File: config.mk
export PLATFORM = sky130hd
export DESIGN_NAME = msg_streamer
export DESIGN_NICKNAME = d
export VERILOG_FILES = /design/src/rtl/msg_pkg.sv /design/src/rtl/msg_streamer.sv
export SDC_FILE = /design/constraint.sdc
export NUM_CORES = 1
export LEC_CHECK = 0
export ABC_AREA = 1
export CAP_MARGIN = 40
export CORE_MARGIN = 3
export CORE_UTILIZATION = 40
export CTS_CLUSTER_DIAMETER = 60
export CTS_CLUSTER_SIZE = 25
export DETAILED_ROUTE_END_ITERATION = 8
export PLACE_DENSITY_LB_ADDON = 0.3
export SETUP_SLACK_MARGIN = 0.15
export SYNTH_ARGS = -nofsm -noshare
export SYNTH_HDL_FRONTEND = slang
export SYNTH_SLANG_ARGS = --single-unit
File: constraint.sdc
create_clock -name clk -period 1.2 [get_ports clk]
set_input_delay 0.36 -clock clk [delete_from_list [all_inputs] [get_ports clk]]
set_output_delay 0.36 -clock clk [all_outputs]
set_load 0.005 [all_outputs]
File: src/rtl/msg_pkg.sv
// -----------------------------------------------------------------------------
// msg_pkg
// Shared definitions for the message streamer:
//   ADDR_W   - character ROM address width
//   DATA_W   - character width
//   CHAR_NUL - terminator character that ends a message
//   state_t  - streamer FSM state encoding
// -----------------------------------------------------------------------------
package msg_pkg;

    localparam int ADDR_W = 6;
    localparam int DATA_W = 8;

    localparam logic [DATA_W-1:0] CHAR_NUL = 8'h00;

    typedef enum logic [1:0] {
        IDLE   = 2'd0,
        FETCH  = 2'd1,
        SEND   = 2'd2,
        FINISH = 2'd3
    } state_t;

endpackage

File: src/rtl/msg_streamer.sv
// -----------------------------------------------------------------------------
// msg_streamer
// Walks a NUL-terminated message stored in an external combinational-read
// character ROM and hands each character to a downstream sink through a
// valid/ready handshake. One character every two cycles when the sink is
// always ready (FETCH cycle + SEND cycle).
//
// Parameters:
//   START_ADDR - first ROM address read by each pass
//   LAST_ADDR  - highest ROM address read before the pass is forced to end
//
// Ports:
//   clk        - clock, all logic on the rising edge
//   rst        - synchronous active-high reset
//   start      - begin a pass (only looked at while idle)
//   abort      - cancel the current pass, highest priority after rst
//   rom_addr   - address to the character ROM
//   rom_data   - ROM character for rom_addr, valid in the same cycle
//   out_data   - character presented to the sink
//   out_valid  - out_data holds a character
//   out_ready  - sink accepts out_data this cycle
//   busy       - high in every state except IDLE
//   done       - one-cycle pulse at the end of a pass
//
// Build option:
//   MSG_STREAMER_LOOP_EN - when defined, the end of a pass pulses done and
//   immediately restarts from START_ADDR, repeating until abort or rst.
//   When undefined, each start produces a single pass.
// -----------------------------------------------------------------------------
module msg_streamer
    import msg_pkg::*;
#(
    parameter logic [ADDR_W-1:0] START_ADDR = 6'd1,
    parameter logic [ADDR_W-1:0] LAST_ADDR  = 6'd63
) (
    input  logic              clk,
    input  logic              rst,
    input  logic              start,
    input  logic              abort,
    output logic [ADDR_W-1:0] rom_addr,
    input  logic [DATA_W-1:0] rom_data,
    output logic [DATA_W-1:0] out_data,
    output logic              out_valid,
    input  logic              out_ready,
    output logic              busy,
    output logic              done
);

    state_t              state_reg;
    logic [ADDR_W-1:0]   rom_addr_reg;
    logic [DATA_W-1:0]   out_data_reg;
    logic                out_valid_reg;
    logic                busy_reg;
    logic                done_reg;

    logic                handshake;
    logic                at_last;

    assign handshake = out_valid_reg && out_ready;

    // ">=" rather than "==" so that a START_ADDR above LAST_ADDR still ends
    // the pass on the first delivered character instead of running on
    // through the address space. The address never wraps back to 0.
    assign at_last = (rom_addr_reg >= LAST_ADDR);

    always_ff @(posedge clk) begin
        if (rst) begin
            state_reg     <= IDLE;
            rom_addr_reg  <= '0;
            out_data_reg  <= CHAR_NUL;
            out_valid_reg <= 1'b0;
            busy_reg      <= 1'b0;
            done_reg      <= 1'b0;
        end else if (abort) begin
            // Also covers start+abort in IDLE: abort wins and we stay idle.
            // A character that handshakes in this cycle has already been
            // taken by the sink, so dropping valid here loses nothing.
            state_reg     <= IDLE;
            out_valid_reg <= 1'b0;
            busy_reg      <= 1'b0;
            done_reg      <= 1'b0;
        end else begin
            case (state_reg)
                IDLE: begin
                    if (start) begin
                        rom_addr_reg <= START_ADDR;
                        busy_reg     <= 1'b1;
                        state_reg    <= FETCH;
                    end
                end

                FETCH: begin
                    // rom_data already reflects rom_addr_reg this cycle.
                    if (rom_data == CHAR_NUL) begin
                        done_reg  <= 1'b1;
                        state_reg <= FINISH;
                    end else begin
                        out_data_reg  <= rom_data;
                        out_valid_reg <= 1'b1;
                        state_reg     <= SEND;
                    end
                end

                SEND: begin
                    // out_data/out_valid hold until the sink takes the character.
                    if (handshake) begin
                        out_valid_reg <= 1'b0;
                        if (at_last) begin
                            done_reg  <= 1'b1;
                            state_reg <= FINISH;
                        end else begin
                            rom_addr_reg <= rom_addr_reg + ADDR_W'(1);
                            state_reg    <= FETCH;
                        end
                    end
                end

                FINISH: begin
                    done_reg <= 1'b0;
`ifdef MSG_STREAMER_LOOP_EN
                    rom_addr_reg <= START_ADDR;
                    state_reg    <= FETCH;
`else
                    // rom_addr is left pointing at the terminating address.
                    busy_reg  <= 1'b0;
                    state_reg <= IDLE;
`endif
                end

                default: begin
                    state_reg     <= IDLE;
                    out_valid_reg <= 1'b0;
                    busy_reg      <= 1'b0;
                    done_reg      <= 1'b0;
                end
            endcase
        end
    end

    assign rom_addr  = rom_addr_reg;
    assign out_data  = out_data_reg;
    assign out_valid = out_valid_reg;
    assign busy      = busy_reg;
    assign done      = done_reg;

endmodule
==> results.md, run 1 <==
- Reg power frac: 51.8%
- Worst Setup Start Kind: flip-flop
- R2r worst-path depth: 8
- Failing checks: negative setup slack
- Vias per Instance: 5.34
- Post-synth top area cell: dfxtp_1
- Clock network power share: between 20% and 30%
- F_max: about 0.78 GHz
- First-pass GRT wire length: around 4500 um
- # diodes: 0
- Final GP Congestion: ~0.83
- Clk_skew: between 0.002 and 0.003 ns
- Routed WL: 3260 um
- Post-synth top cells: nand2_1 (38), dfxtp_1 (19), nor2_1 (17)
- Hold Vio Cnt, Final: 0
- Die width: roughly 55 um
- Mapped cell area: between 900 and 1000 um^2
- Remaining DRCs: 0
- R2R Path Start: rom_addr[0]$_SDFFE_PP0P_
- Crit. End Element: flip-flop
- Area Growth Syn to Fin: 78.0%
- Synth cell types: 21
- CORE AREA: between 2000 and 2500 um^2
- Global route overflow: 0
- Hold Crit Start: rst
- CTS max path bufs: 2
- Critical-path top delay cell: dfxtp_4
- Die Height: between 50 and 60 um
- DR iter-0 viols: 66
- EDFF count, synth: 0
- Clock Tree Root: clkbuf_4
- Cell Rows: 17
- All-layer global routing usage: about a fifth
- Syn avg cell area: approximately 6.8 um^2
- CTS tree: done
- Clock-pin slew on the worst setup and hold paths: approximately 0.11 ns
- Synthesized flop and latch total: 19
- DR WL/cell: 14.6 um
- Critical path class: reg -> reg
- Worst path cell trace: buf_6 > ha_4 > nand3_4 > nor2_4 > nand2_4 > nand2_4 > nand2_1 > a21oi_2
- Share of layout cells above drive strength 1: 53.1%
- VDD IR max: 0.000563 V
- Sequential fraction of the synthesis area: about two fifths
- PnR worst setup slack: -0.0861 ns
- Slew Limit Fails: 0
- Clock sinks: 19
- Synth top area cells: dfxtp_1 (40%), nand2_1 (15%), a21oi_1 (7.9%)
- Leakage power: between 0.7 and 0.8 nW
- Top Family by Delay on Critical Path: simple AND/OR/NAND/NOR gates
- CP peak stage delay: 0.37 ns
- Internal reg-to-reg setup slack: -0.09 ns
- DR vias: ~1200
- Count leader, synth: nand2_1
- Ys async rst share: 0%
- Largest net degree at the start of global routing: 12
- R2R Path End: rom_addr[3]$_SDFFE_PP0P_
- Top cell type's share of synthesized area: approximately 40%
- Most common cell on crit path: nand2_4
- Switch Pwr: ~0.00037 W
- Worst Hold Path EP: rom_addr[0]$_SDFFE_PP0P_
- Initial core utilization: 42.5%
- Util after Layout: between 70% and 80%
- # setup viols final: 9
- Post-route ant nets: 0
- Mapped Cells: 140
- Final Instance Area: between 1500 and 2000 um^2
- Pwr/cell area: 757 nW/um^2
- Worst Path Required: about 1.4 ns
- Status: complete, but fails checks
- Unrepaired setup endpoints after global routing: yes
- Initial DRT Pass Iterations: 7
- Worst Hold Path Cells: 4
- Worst Path Max Fanout: 4
- Synth warn: 0
- Combinational fraction of design power: around 22%
- Worst rel slew slack: roughly 87%
- Port Buffers: 29
- Internal power: 0.000907 W
- Max Cap Viol: 0
- Worst slew pin tran: between 0.15 and 0.2 ns
- Syn_nets: approximately 150
- Number of global-route vias before repair: around 1100
- Dpl cell area: between 1000 and 1500 um^2
- Cts hold-fix bufs: 0
- DPL Wire Length: approximately 1900 um
- Die footprint: about 3000 um^2
- Initial antenna violation count: 0
- Fin crit period: approximately 1.3 ns
- H-tree depth: 1
- Period utilization: 107%
- CTS Buf Count: 3
- Bufs and invs on worst path: 1
- Crit path DAT: 1.52 ns
- Max FFs per register: 8
- Ports: 30
- Layout Nets: 211
- Top_reg_cell synth: dfxtp_1
- Worst skew pair latency: 0.30 ns
- Hold Path Class: in -> reg
- Switching share of power: slightly below 30%
[power groups by stage]
| stage | Combinational (W) | Clock, W | Sequential, W |
|---|---|---|---|
| after floorplan | 0.0000976 | 0 | 0.000681 |
| after global placement | 0.000230 | 0 | 0.000678 |
| after detailed placement | 0.000232 | 0 | 0.000679 |
| after CTS | 0.000238 | 0.000348 | 0.000664 |
| after global routing | 0.000309 | 0.000373 | 0.000666 |
| final | 0.000286 | 0.000330 | 0.000663 |
[worst max-delay path by stage]
| stage | startpoint | end | slack [ns] | depth (start not counted) |
|---|---|---|---|---|
| 6_report | rom_addr[0]$_SDFFE_PP0P_ | rom_addr[3]$_SDFFE_PP0P_ | -0.09 | 8 |
| 2_1_floorplan | rom_addr[1]$_SDFFE_PP0P_ | rom_addr[2]$_SDFFE_PP0P_ | 0.08 | 7 |
| 4_1_cts | rom_addr[0]$_SDFFE_PP0P_ | rom_addr[2]$_SDFFE_PP0P_ | -0.06 | 8 |
| 3_3_place_gp | out_ready | rom_addr[0]$_SDFFE_PP0P_ | -0.44 | 8 |
| 5_1_grt | rom_addr[1]$_SDFFE_PP0P_ | rom_addr[1]$_SDFFE_PP0P_ | -0.15 | 8 |
| 3_5_place_dp | out_ready | rom_addr[0]$_SDFFE_PP0P_ | -0.46 | 8 |
[layout make-up]
| class | count | area [um^2] |
|---|---|---|
| Tap cell | 28 | 35.0 |
| Clock buffer | 3 | 22.5 |
| Multi-Input combinational cell | 104 | 692 |
| Sequential cell | 19 | 414 |
| Fill cell | 158 | 543 |
| Inverter | 15 | 61.3 |
| Clock inverter | 1 | 5.00 |
| Timing Repair Buffer | 54 | 460 |
[layout by cell type (no fill, tap or decap)]
master / instances
dfxtp_4: 4
nand2_1: 29
buf_6: 15
buf_2: 7
clkbuf_4: 3
a21oi_2: 8
inv_1: 12
clkbuf_2: 1
nand2_4: 4
buf_4: 19
dfxtp_2: 15
nand4_1: 12
dlymetal6s2s_1: 1
nand3_2: 1
clkinv_2: 1
a21oi_1: 7
nor3_2: 1
inv_4: 2
a211oi_2: 1
nor2_1: 10
nand3_4: 2
nand2_2: 7
o21ai_1: 4
dlygate4sd2_1: 11
nand4_4: 1
clkinv_1: 1
ha_4: 1
nor2_4: 7
nor3_4: 1
nor2_2: 3
xnor2_1: 1
nand3_1: 4
[metrics by stage]
step,power (W),cells,hold slack [ns],setup TNS [ns],setup slack (ns)
5_1_grt,0.00135,224,0.464,-1.02,-0.149
4_1_cts,0.00125,220,0.468,-0.340,-0.0636
3_3_place_gp,0.000908,212,0.448,-6.36,-0.444
6_report,0.00128,224,0.454,-0.504,-0.0861
3_5_place_dp,0.000911,212,0.455,-6.88,-0.463
2_1_floorplan,0.000779,140,0.429,0,0.0849
[kinds of logic (layout without fill, tap and decap cells)]
| family | Yosys count | after routing | share of synthesized area, % |
|---|---|---|---|
| AND/OR/NAND/NOR | 82 | 82 | 40.1 |
| AO/OA/AOI/OAI | 20 | 20 | 10.8 |
| flip-flops | 19 | 19 | 40.1 |
| buffers and inverters | 17 | 73 | 6.85 |
| adder cells (fa/ha/maj) | 1 | 1 | 1.32 |
| XOR/XNOR | 1 | 1 | 0.922 |
[worst min-delay path, cell delays in order]
cell,delay (ns)
dlymetal6s2s_1,0.16
inv_1,0.08
o21ai_1,0.07
nor2_1,0.05
[layer usage]
| metal | GRT usage (%) | routed length (um) | vias to the layer above |
|---|---|---|---|
| met2 | 32.9 | 1590 | 65 |
| li1 | - | - | 577 |
| met4 | 10.4 | 135 | 0 |
| met5 | 0 | 0 | - |
| met3 | 3.27 | 273 | 17 |
| met1 | 26.9 | 1260 | 537 |
[repair_timing]
item	4_1_cts	5_1_grt
gates resized for setup	112	35
pin swaps	18	8
cloned	0	0
endpoints found under the setup margin	36	36
setup buffers	4	4
hold endpoints to repair	0	0
Note: power is estimated with default switching activity, not from simulation.
==> run 2: changes to the inputs <==
--- a/config.mk
+++ b/config.mk
@@ -7,7 +7,7 @@
 export LEC_CHECK = 0
 export ABC_AREA = 1
 export CAP_MARGIN = 40
-export CORE_MARGIN = 3
+export CORE_MARGIN = 1
 export CORE_UTILIZATION = 40
 export CTS_CLUSTER_DIAMETER = 60
 export CTS_CLUSTER_SIZE = 25
==> run 2 against run 1 <==
Against the previous run: the flow still finishes with violations (negative setup slack); global-route usage increased by 3.9 points; maximum frequency decreased by 1.5%; clock skew decreased by 0.0013 ns; highest routed layer unchanged; hold slack got worse by 0.024 ns; critical path depth unchanged; largest cell class unchanged.
==> results.md, run 2 (synthesis results as in run 1) <==
- Leakage power: 0.729 nW (-0.39%)
- Share of layout cells above drive strength 1: 56.1% (+3.0 points)
- Initial DRT Pass Iterations: 4 (-3)
- Number of global-route vias before repair: 1140 (+7.1%)
- Fin crit period: 1.31 ns (+0.0201 ns)
- All-layer global routing usage: 24.7% (+3.9 points)
- Die Height: 50.7 um (-7.3%)
- Total Power: 0.00130 W (+1.7%)
- Cell Rows: 17 (unchanged)
- Clock Tree Root: clkbuf_4
- Unrepaired setup endpoints after global routing: yes
- Cts hold-fix bufs: 0 (unchanged)
- Worst Setup Start Kind: flip-flop
- Pwr/cell area: 774 nW/um^2 (+2.2%)
- CTS Buf Count: 3 (unchanged)
- DR iter-0 viols: 30 (-55%)
- DR WL/cell: 13.6 um (-6.6%)
- CTS tree: done
- Max Cap Viol: 0 (unchanged)
- Most common cell after layout, fill and taps aside: nand2_1
- Area Growth Syn to Fin: 77.1%
- Ports: 30 (unchanged)
- Slew Limit Fails: 0 (unchanged)
- F_max: 0.766 GHz (-1.5%)
- Failing checks: negative setup slack
- PnR worst setup slack: -0.106 ns (-0.0201 ns)
- Final GP Congestion: 0.907 (+8.7%)
- Dpl cell area: 1480 um^2 (unchanged)
- Worst Path Max Fanout: 4 (unchanged)
- Die footprint: 2570 um^2 (-14%)
- Global route overflow: 0 (unchanged)
- Worst rel slew slack: 83.5% (-3.2 points)
- Remaining DRCs: 0 (unchanged)
- Worst Hold Path Cells: 4 (unchanged)
- Status: complete, but fails checks
- Hold Vio Cnt, Final: 0 (unchanged)
- Clock sinks: 19 (unchanged)
- Period utilization: 109% (+1.7 points)
- H-tree depth: 1 (unchanged)
- Hold Crit Start: rst
- Die width: 50.7 um (-7.3%)
- # diodes: 0 (unchanged)
- Crit. End Element: flip-flop
- Initial core utilization: 42.5% (unchanged)
- Worst Hold Path EP: rom_addr[0]$_SDFFE_PP0P_
- DPL Wire Length: 1880 um (-2.0%)
- Critical path class: reg -> reg
- Port Buffers: 29 (unchanged)
- Worst slew pin tran: 0.245 ns (+0.0457 ns)
- Largest net degree at the start of global routing: 12 (unchanged)
- R2r worst-path depth: 8 (unchanged)
- CTS max path bufs: 2 (unchanged)
- Post-route ant nets: 0 (unchanged)
- CORE AREA: 2230 um^2 (unchanged)
- Highest-count cells in the layout ignoring fill and taps: nand2_1 (26), buf_4 (20), dfxtp_2 (15), buf_2 (13)
- Initial antenna violation count: 0 (unchanged)
- Internal reg-to-reg setup slack: -0.11 ns (-0.02 ns)
- R2R Path End: rom_addr[2]$_SDFFE_PP0P_
- Worst skew pair latency: 0.31 ns (about the same)
- Worst Path Required: 1.46 ns (+0.02 ns)
- R2R Path Start: rom_addr[0]$_SDFFE_PP0P_
- # setup viols final: 10 (+1)
- Hold Path Class: in -> reg
- Clock-pin slew on the worst setup and hold paths: 0.12 ns (about the same)
- Final Instance Area: 1680 um^2 (-0.52%)
- First-pass GRT wire length: 4830 um (+7.7%)
- Vias per Instance: 5.19 (-2.9%)
- DR vias: 1172 (-2.0%)
- Routed WL: 3070 um (-5.7%)
- Max FFs per register: 8 (unchanged)
- Crit path DAT: 1.56 ns (+0.04 ns)
- Layout Nets: 213 (+0.95%)
- Clk_skew: 0.00124 ns (-0.00126 ns)
- VDD IR max: 0.000789 V (+40%)
[run 2: changes by cell type in the layout (fill, tap and decap cells not counted), sizes merged]
cell  change
buf       +2
[run 2: timing repair]
item	in CTS	in global routing
endpoints found under the setup margin	36	36
endpoints found under the hold margin	0	0
pin swaps	16	13
gates resized for setup	111	34
buffers inserted	7	3
[run 2: critical path, cell delays in order (launching register included)]
cell,delay [ns]
dfxtp_4,0.38
buf_6,0.10
ha_4,0.15
nand3_4,0.10
nor2_4,0.15
nand2_4,0.08
nand2_4,0.08
nand2_1,0.09
a21oi_2,0.11
[run 2: power by group]
group,switching [W],internal [W]
Clock,0.000228,0.000125
Sequential,0.0000157,0.000648
Combinational,0.000148,0.000136
Total,0.000392,0.000909
[run 2: per-layer routing]
metal / part of all wire, % / vias to the layer above / track usage [%]
met2: 46 / 30 / 39.8
met4: 2.0 / 0 / 12.0
met3: 3.9 / 7 / 4.24
met5: 0 / - / 0
li1: - / 581 / -
met1: 48 / 554 / 31.5
[run 2: through the flow]
stage	setup slack [ns]	setup TNS (ns)	hold slack (ns)	std cells	util, %
3_3_place_gp	-0.445	-6.35	0.448	212	66.1
6_report	-0.106	-0.707	0.430	226	75.3
3_5_place_dp	-0.476	-6.84	0.455	212	66.1
5_1_grt	-0.147	-1.16	0.466	226	75.3
2_1_floorplan	0.0849	0	0.429	140	-
4_1_cts	-0.0791	-0.368	0.461	223	69.1
[run 2: area by class of cell]
| type | instances | area [um^2] |
|---|---|---|
| sequential | 19 | 414 |
| fill | 169 | 552 |
| clock inverter | 1 | 5.00 |
| multi-input combinational | 104 | 702 |
| tap | 28 | 35.0 |
| timing repair buffer | 56 | 442 |
| inverter | 15 | 61.3 |
| clock buffer | 3 | 22.5 |
[run 2: how the worst max path moves through the flow]
stage                                         from                        to  slack [ns]  cells after the start
after floorplan           rom_addr[1]$_SDFFE_PP0P_  rom_addr[2]$_SDFFE_PP0P_        0.08                      7
final                     rom_addr[0]$_SDFFE_PP0P_  rom_addr[2]$_SDFFE_PP0P_       -0.11                      8
after global placement                   out_ready  rom_addr[0]$_SDFFE_PP0P_       -0.44                      8
after CTS                 rom_addr[0]$_SDFFE_PP0P_  rom_addr[3]$_SDFFE_PP0P_       -0.08                      8
after global routing      rom_addr[0]$_SDFFE_PP0P_  rom_addr[3]$_SDFFE_PP0P_       -0.15                      8
after detailed placement                 out_ready  rom_addr[0]$_SDFFE_PP0P_       -0.48                      8
